## src/rtl/axil_arb_pkg.sv

```systemverilog
// axil_arb_pkg: state encoding and response codes shared by the AXI4-Lite master arbiter
package axil_arb_pkg;
  typedef enum logic [1:0] {ARB_IDLE, ARB_ISSUE, ARB_WAIT, ARB_RESP} arb_state_e;
  localparam logic RESP_OKAY = 1'b0;
  localparam logic RESP_TIMEOUT = 1'b1;
endpackage

```

## src/rtl/axil_rr_picker.sv

```systemverilog
// axil_rr_picker: combinational round-robin pick, first set request at or after ptr
module axil_rr_picker #(
  parameter int N = 4
) (
  input  logic [N-1:0]         req,
  input  logic [$clog2(N)-1:0] ptr,
  output logic [N-1:0]         gnt,
  output logic [$clog2(N)-1:0] idx,
  output logic                 any
);
  localparam int PW = $clog2(N);
  // Scan from the farthest offset down so the nearest hit to ptr is the one kept
  always_comb begin
    gnt = '0;
    idx = '0;
    for (int i = N - 1; i >= 0; i--)
      if (req[(int'(ptr) + i) % N]) begin
        gnt = N'(1) << ((int'(ptr) + i) % N);
        idx = PW'((int'(ptr) + i) % N);
      end
  end
  assign any = |req;
endmodule

```

## src/rtl/axil_master_arbiter.sv

```systemverilog
// axil_master_arbiter: round-robin sharing of one AXI4-Lite master command port,
// one transaction in flight, with a response timeout guarding against a hung slave
module axil_master_arbiter
  import axil_arb_pkg::*;
#(
  parameter int NUM_REQ     = 4,
  parameter int ADDR_W      = 4,
  parameter int DATA_W      = 32,
  parameter int TIMEOUT_CYC = 256
) (
  input  logic                      ACLK,
  input  logic                      ARESET,
  input  logic [NUM_REQ-1:0]        req_valid,
  input  logic [NUM_REQ-1:0]        req_write,
  input  logic [NUM_REQ*ADDR_W-1:0] req_addr,
  input  logic [NUM_REQ*DATA_W-1:0] req_wdata,
  output logic [NUM_REQ-1:0]        req_ready,
  output logic [NUM_REQ-1:0]        rsp_valid,
  output logic [DATA_W-1:0]         rsp_rdata,
  output logic                      rsp_err,
  output logic [ADDR_W-1:0]         m_addr,
  output logic                      m_write,
  output logic [DATA_W-1:0]         m_wdata,
  output logic                      m_transfer,
  input  logic                      m_ready,
  input  logic [DATA_W-1:0]         m_rdata,
  output logic                      timeout_sticky
);
  localparam int PW = $clog2(NUM_REQ);
  localparam int CW = $clog2(TIMEOUT_CYC);
  arb_state_e state;
  logic [PW-1:0] rr_ptr, grant, win;
  logic [CW-1:0] cnt;
  logic [NUM_REQ-1:0] gnt;
  logic any;
  axil_rr_picker #(.N(NUM_REQ)) u_pick (
    .req(req_valid),
    .ptr(rr_ptr),
    .gnt(gnt),
    .idx(win),
    .any(any)
  );
  assign req_ready = (state == ARB_IDLE) ? gnt : '0;
  // m_addr/m_write/m_wdata double as the capture registers for the granted request
  always_ff @(posedge ACLK or posedge ARESET)
    if (ARESET) begin
      state          <= ARB_IDLE;
      rr_ptr         <= '0;
      grant          <= '0;
      cnt            <= '0;
      rsp_valid      <= '0;
      rsp_rdata      <= '0;
      rsp_err        <= RESP_OKAY;
      m_addr         <= '0;
      m_write        <= 1'b0;
      m_wdata        <= '0;
      m_transfer     <= 1'b0;
      timeout_sticky <= 1'b0;
    end else begin
      m_transfer <= 1'b0;
      rsp_valid  <= '0;
      rsp_rdata  <= '0;
      rsp_err    <= RESP_OKAY;
      case (state)
        ARB_IDLE:
          if (any) begin
            grant      <= win;
            m_write    <= req_write[win];
            m_addr     <= req_addr[win*ADDR_W +: ADDR_W];
            m_wdata    <= req_wdata[win*DATA_W +: DATA_W];
            m_transfer <= 1'b1;
            state      <= ARB_ISSUE;
          end
        ARB_ISSUE: begin
          cnt   <= '0;
          state <= ARB_WAIT;
        end
        ARB_WAIT: begin
          cnt <= (cnt == '1) ? cnt : cnt + 1'b1;
          if (m_ready) begin
            rsp_valid <= NUM_REQ'(1) << grant;
            rsp_rdata <= m_write ? '0 : m_rdata;
            state     <= ARB_RESP;
          end else if (cnt == CW'(TIMEOUT_CYC - 1)) begin
            rsp_valid      <= NUM_REQ'(1) << grant;
            rsp_err        <= RESP_TIMEOUT;
            timeout_sticky <= 1'b1;
            state          <= ARB_RESP;
          end
        end
        default: begin
          rr_ptr <= (grant == PW'(NUM_REQ - 1)) ? '0 : grant + 1'b1;
          state  <= ARB_IDLE;
        end
      endcase
    end
endmodule

```

## config.mk

```make
export PLATFORM = sky130hd
export DESIGN_NAME = axil_master_arbiter
export DESIGN_NICKNAME = d
export VERILOG_FILES = /design/src/rtl/axil_arb_pkg.sv /design/src/rtl/axil_rr_picker.sv /design/src/rtl/axil_master_arbiter.sv
export SDC_FILE = /design/constraint.sdc
export NUM_CORES = 1
export LEC_CHECK = 0
export BUFFER_PORTS_ARGS = -buffer_cell sky130_fd_sc_hd__buf_4
export CAP_MARGIN = 40
export CORE_ASPECT_RATIO = 1.1
export CORE_MARGIN = 3
export CORE_UTILIZATION = 50
export DETAILED_ROUTE_END_ITERATION = 16
export GPL_ROUTABILITY_DRIVEN = 0
export PLACE_DENSITY = 0.84
export SYNTH_ARGS = -nofsm -noshare
export SYNTH_HDL_FRONTEND = slang
export SYNTH_SLANG_ARGS = --single-unit
```

## constraint.sdc

```tcl
create_clock -name ACLK -period 5.3 [get_ports ACLK]
set_input_delay 0.265 -clock ACLK [delete_from_list [all_inputs] [get_ports ACLK]]
set_output_delay 0.265 -clock ACLK [all_outputs]
set_load 0.03 [all_outputs]
```

* Word level (Yosys, flattened, before mapping)
Index checks and enable logic that the tools add are counted.
Widths: inputs -> output; s select.
** Cells by class
- $add $sub $neg :: 5
- $lt $le $gt $ge :: 5
- Shifts and indexed selects :: 7
- Reduce and logical (&&, ||, !) cells :: 11
- Bitwise logic cells :: 4
- Equal/unequal tests :: 7
- Multiplexer cells :: 40
** Operator list (number)
- $shiftx 128x8->32 :: 1
- $mux 32 :: 3
- $shl 1x32->4 const A :: 3
- $mux 4 :: 8
- $mux 2 :: 8
- $pmux 8 s2 :: 1
- $shiftx 16x5->4 :: 1
- $mux 1 :: 13
- $lt 3x4->1 const B :: 3
- $bmux 1 s2 :: 5
- $add 8x1->8 const B :: 1
- $eq 8x8->1 const B :: 1
- $mux 8 :: 1
- $shl 1x2->4 const A :: 2
- $lt 2x3->1 const B :: 2
- $pmux 2 s3 :: 1
- $reduce_and 2->1 :: 3
- $reduce_or 2->1 :: 3
- $add 2x1->2 const B :: 2
- $add 2x2->2 const B :: 2
- $eq 2x2->1 const B :: 2
- $ne 2x2->1 const B :: 2
- $reduce_or 4->1 :: 1
- $and 1x1->1 const A :: 3
- other kinds (7) :: 7
** Storage, ports and cells
- Input bits :: 187
- Register bits after elaboration :: 90
- Output and inout port bits :: 80
- Word-level logic and storage cells :: 91

* Logic depth before layout (Yosys ltp)
- Depth after elaboration :: 12
- Mapped depth :: 14
- Gate-level depth less buffers :: 8

* By module
Synthesis repeated with hierarchy kept, for this count alone.
** Unflattened totals
- Cell total of the unflattened synthesis :: 349
- Area, all modules :: 4800.9 µm²
** By module, submodules not included
- axil_master_arbiter :: sequential area each 2252.2 µm², instances 1, area an instance 4302.9 µm², cells each 287
- axil_rr_picker :: sequential area each 0.0 µm², instances 1, area an instance 498.0 µm², cells each 62

* Worst setup path before layout
Ideal clock, no wire load.
- Kind :: register to register
- Start point :: register rr_ptr[0]
- End point :: register m_addr[3]
- Stages on the path, launching flop included :: 14
- Path slack :: 2065 ps
- Required time :: 5174 ps
- Period minus slack after synthesis :: 3235 ps
- Buffers on the path :: 5
- Setup time :: 126 ps
- Arrival time :: 3109 ps
- Cell sequence :: dfrtp_1 > buf_6 > inv_1 > ha_1 > mux4_2 > buf_2 > nor2b_2 > o21a_1 > buf_2 > nor2_4 > buf_6 > buf_12 > mux2_4 > a221o_1
** On the way
- Longest elaborated chain between the ends :: 9
- Elaborated cells on any way between the ends :: 19
- Those cells by class :: add/sub (3); shift (1); mux (15)
** RTL lines
- start, declared :: RTL line axil_master_arbiter.sv:32 : logic [PW-1:0] rr_ptr, grant, win;
- start signal, assigned :: RTL line axil_master_arbiter.sv:92 : rr_ptr <= (grant == PW'(NUM_REQ - 1)) ? '0 : grant + 1'b1;
- $add 2x2->2 :: RTL line axil_rr_picker.sv:17, axil_rr_picker.sv:19
- $bmux 1 s2 :: RTL line axil_rr_picker.sv:17 : if (req[(int'(ptr) + i) % N]) begin
- $mux 1 (not written as such) (2 in series) :: RTL line axil_rr_picker.sv:17
- $mux 2 (3 in series) :: RTL line axil_rr_picker.sv:17
- $mux 2 * :: RTL line axil_rr_picker.sv:17
- $shiftx 16x5->4 * :: RTL line axil_master_arbiter.sv:69 : m_addr <= req_addr[win*ADDR_W +: ADDR_W];
- end signal, assigned :: RTL line axil_master_arbiter.sv:69
- end, declared :: RTL line axil_master_arbiter.sv:21 : output logic [ADDR_W-1:0] m_addr,
Mark *: on every way between the ends. The rest lies on a longest branch, timed or not. The select of a mux whose other input is x is not followed.
A chain may end at the register's enable or synchronous reset.

* Worst setup path in the final report
- Start point :: register rr_ptr[0]
- End point :: register m_wdata[30]
** On the way
- Longest elaborated chain between the ends :: 9
- Elaborated cells on any way between the ends :: 19
- Those cells by class :: add/sub (3); shift (1); mux (15)
** RTL lines
- $add 2x2->2 :: RTL line axil_rr_picker.sv:17, axil_rr_picker.sv:19
- $bmux 1 s2 :: RTL line axil_rr_picker.sv:17
- $mux 1 (not written as such) (2 in series) :: RTL line axil_rr_picker.sv:17
- $mux 2 (3 in series) :: RTL line axil_rr_picker.sv:17
- $mux 2 * :: RTL line axil_rr_picker.sv:17
- $shiftx 128x8->32 * :: RTL line axil_master_arbiter.sv:70 : m_wdata <= req_wdata[win*DATA_W +: DATA_W];
- end signal, assigned :: RTL line axil_master_arbiter.sv:70
- end, declared :: RTL line axil_master_arbiter.sv:23 : output logic [DATA_W-1:0] m_wdata,
Marked as above.

==> qor.csv <==
stage;metric;value;unit
outcome;status;complete, no violations;
timing;Worst Tran Pin Value;0.928;ns
power_and_ir_drop;power per cell area;578;nW/um^2
worst_setup_path;crit path launch;rr_ptr[0];
synth;Netlist cell types;42;
cells_and_area;area grow syn2layout;44.5;%
route;Remaining DRCs;0;
worst_setup_path;Slowest Stage Delay on Critical Path;0.77;ns
clock_network;clock sink count;90;
cells_and_area;Final Net Count;959;
route;vias per std cell;5.81;
clock_network;H-tree depth;3;
global_route;initial antenna violation count;0;
floorplanning;initial core utilization;51.7;%
placed_design;HPWL after DPL;13.1;mm
worst_setup_path;Critical-path top delay cell;dfrtp_1;
min_path;worst min path class;input port to flop;
synth;asr flop ratio synth;100;%
power_and_ir_drop;share of total power in the clock network;11.1;%
worst_setup_path;CP delay by family, top;multiplexers;
floorplanning;Die Area;11600;sq um
worst_setup_path;CP Cell Sequence;inv_1 -> ha_1 -> mux4_2 -> o21a_1 -> buf_8 -> nor2_4 -> mux2_2 -> a221o_1;
floorplanning;io pins;267;
route;Total Wirelength;17.0;mm
worst_setup_path;critical path depth in cells;8;
timing;final setup violation count;0;
floorplanning;core area;9980;sq um
timing;RSZ-0062 raised after global routing;false;
timing;final hold viol count;0;
route;routed via count;5111;
clock_network;CTS resizes;0;
global_route;global-route usage over all layers;28.5;%
global_route;vias in the first global route;5240;
timing;setup TNS;0;ns
synth;multiplexer area fraction after synthesis;15.1;%
cells_and_area;post-route insts no fill;880;
worst_setup_path;Worst EP arrival;4.64;ns
synth;top cells by area, synth;dfrtp_1, mux2_2, a221o_1;
synth;total nets after synthesis;705;
cells_and_area;final cell utilization of the core;74.7;%
route;DR WL/cell;19.3;microns
synth;Simple-Gate Fraction of Synth Area;19.2;%
synth;main combinational cell family by area after synthesis;simple AND/OR/NAND/NOR gates;
clock_network;TritonCTS clock tree;done;
synth;Yosys top cell by area;dfrtp_1;
synth;Synth Area in XOR/XNOR;0.509;%
min_path;hold-critical path depth;2;
clock_network;CTS buffer count;9;
global_route;Congestion Overflow GR;0;
timing;max-slew violation count;0;
clock_network;hold buffers post-CTS;1;
timing;fin crit share;83.1;%
clock_network;Root Buffer;clkbuf_8;
synth;warning count from the yosys run;0;
synth;Synth Area in Compound Gates;12.6;%
synth;post-synthesis adder-cell area fraction;4.12;%
worst_setup_path;R2R cell count;8;
cells_and_area;share of layout cells above drive strength 1;44.6;%
clock_network;Clock transition at path regs;0.12;ns
floorplanning;# rows;38;
power_and_ir_drop;Switching Share;47.1;%
synth;most common cell in the netlist;dfrtp_1;
worst_setup_path;worst path required time;5.54;ns
worst_setup_path;crit path capture;m_wdata[30];
route;Routed Antenna Nets;0;
run;Max Cap Viol;0;
route;DR iter-0 viols;230;
synth;Gate Count Post-Synth;501;
timing;Rel. slew slack;38.0;%
timing;Final Critical Period;4.40;ns
power_and_ir_drop;peak supply drop;0.345;mV
worst_setup_path;Worst setup SP type;flop;
floorplanning;Die Width;103;microns
power_and_ir_drop;Int Pwr;0.00228;W
worst_setup_path;crit path kind;flop to flop;
worst_setup_path;Worst R2R End;m_wdata[30];
power_and_ir_drop;Flop pwr share;24.9;%
synth;sequential fraction of the synthesis area;43.6;%
synth;Synth top cells by count;dfrtp_1, nor2_1, and2_1, nor3_1;
route;TritonRoute pass-1 iters;5;
synth;#FFs+latches synth;90;
synth;predominant post-synthesis flop cell;dfrtp_1;
clock_network;post-CTS setup buffers;0;
cells_and_area;design area;7460;sq um
timing;Highest Clock Rate;227;MHz
clock_network;worst skew pair latency;0.37;ns
clock_network;maximum clock path buffer count;2;
global_route;global-route wire length before repair;25.9;mm
synth;Synth Area per Inst;10.3;sq um
synth;Mapped Area;5160;sq um
power_and_ir_drop;Leakage Power;3.79;nW
cells_and_area;n_diodes;0;
worst_setup_path;Worst Path Buf+Inv;2;
worst_setup_path;Critical Path End Type;flop;
power_and_ir_drop;Comb pwr share;64.0;%
timing;Setup Skew;0.0196;ns
global_route;largest net degree at the start of global routing;55;
worst_setup_path;Worst R2R Setup Slack;0.90;ns
worst_setup_path;Worst Path Max Fanout;28;
floorplanning;Die Y;113;microns
synth;top-area cell type share of the netlist area;43.6;%
worst_setup_path;reg2reg start;rr_ptr[0];
placed_design;Port Buffers;266;
synth;Post-synth EDFFs;0;
placed_design;placed insts;863;
power_and_ir_drop;sw power;0.00203;W
placed_design;DP Area;7240;sq um
==> stage by stage <==
stage                     power, W  hold slack [ns]  setup slack (ns)
final                      0.00431           0.0959             0.898
after global routing       0.00457           0.0780             0.632
after CTS                  0.00431           0.0862             0.911
after detailed placement   0.00382            0.378             0.926
after global placement     0.00367            0.377              1.03
after floorplan            0.00303            0.394              2.07
==> worst min-delay path by stage <==
stage | to | slack [ns] | start
after floorplan | rsp_rdata[0] | 0.39 | m_rdata[0]
after global placement | rsp_rdata[16] | 0.38 | ARESET
after detailed placement | rsp_rdata[11] | 0.38 | ARESET
after CTS | rsp_rdata[11] | 0.09 | m_rdata[11]
after global routing | rsp_rdata[4] | 0.08 | m_rdata[4]
final | rsp_rdata[16] | 0.1 | m_rdata[16]
==> cell type report <==
type,count,area [sq um]
inverters,12,46.3
well taps,120,150
clock buffers,9,124
repair buffers,280,2130
multi-input cells,362,2680
flip-flops and latches,90,2250
clock inverters,7,81.3
fillers,727,2530
==> kinds of logic after synthesis <==
kind of cell    Yosys count
compound gates           83
xor+xnor                  3
fa+ha+maj                17
buf+inv                  49
flops                    90
mux                      66
simple gates            193
==> power groups by stage <==
stage	combinational, W	sequential, W	clock, W
4_1_cts	0.00275	0.00107	0.000485
3_5_place_dp	0.00275	0.00107	0
3_3_place_gp	0.00259	0.00107	0
5_1_grt	0.00296	0.00110	0.000515
6_report	0.00276	0.00107	0.000479
2_1_floorplan	0.00165	0.00139	0
==> placed cells by master, fill, tap and decap left out, types with 4 or more instances in the layout <==
cell type | synthesis | layout
nor2_1 | 66 | 66
inv_1 | 12 | 11
o21ai_0 | 10 | 10
nand3_1 | 6 | 6
mux2_1 | 7 | 7
dfrtp_1 | 90 | 90
nand2_1 | 12 | 12
mux2_2 | 25 | 25
mux2_4 | 6 | 6
o22ai_1 | 13 | 13
and2_1 | 38 | 38
o31ai_1 | 4 | 4
nor3_1 | 27 | 27
nor4_1 | 26 | 26
clkbuf_8 | 0 | 9
buf_4 | 1 | 275
mux4_2 | 4 | 4
ha_1 | 17 | 17
a221oi_1 | 16 | 16
a221o_1 | 26 | 26
mux2i_1 | 24 | 24
==> sequential cells by signal, indices dropped and copies added, names as in the netlist <==
signal          count
rsp_rdata          32
rr_ptr              2
rsp_err             1
grant               2
m_addr              4
m_transfer          1
state               2
m_wdata            32
timeout_sticky      1
m_write             1
rsp_valid           4
cnt                 8
==> layer usage <==
metal  track usage [%]  up-vias  share of wire [%]
li1                  -     2349                  -
met1              32.3     2472                 35
met2              50.9      241                 53
met3              4.85       49                6.9
met4              14.0        0                4.3
met5                 0        -                  0
Power figures use the tool's default switching activity.
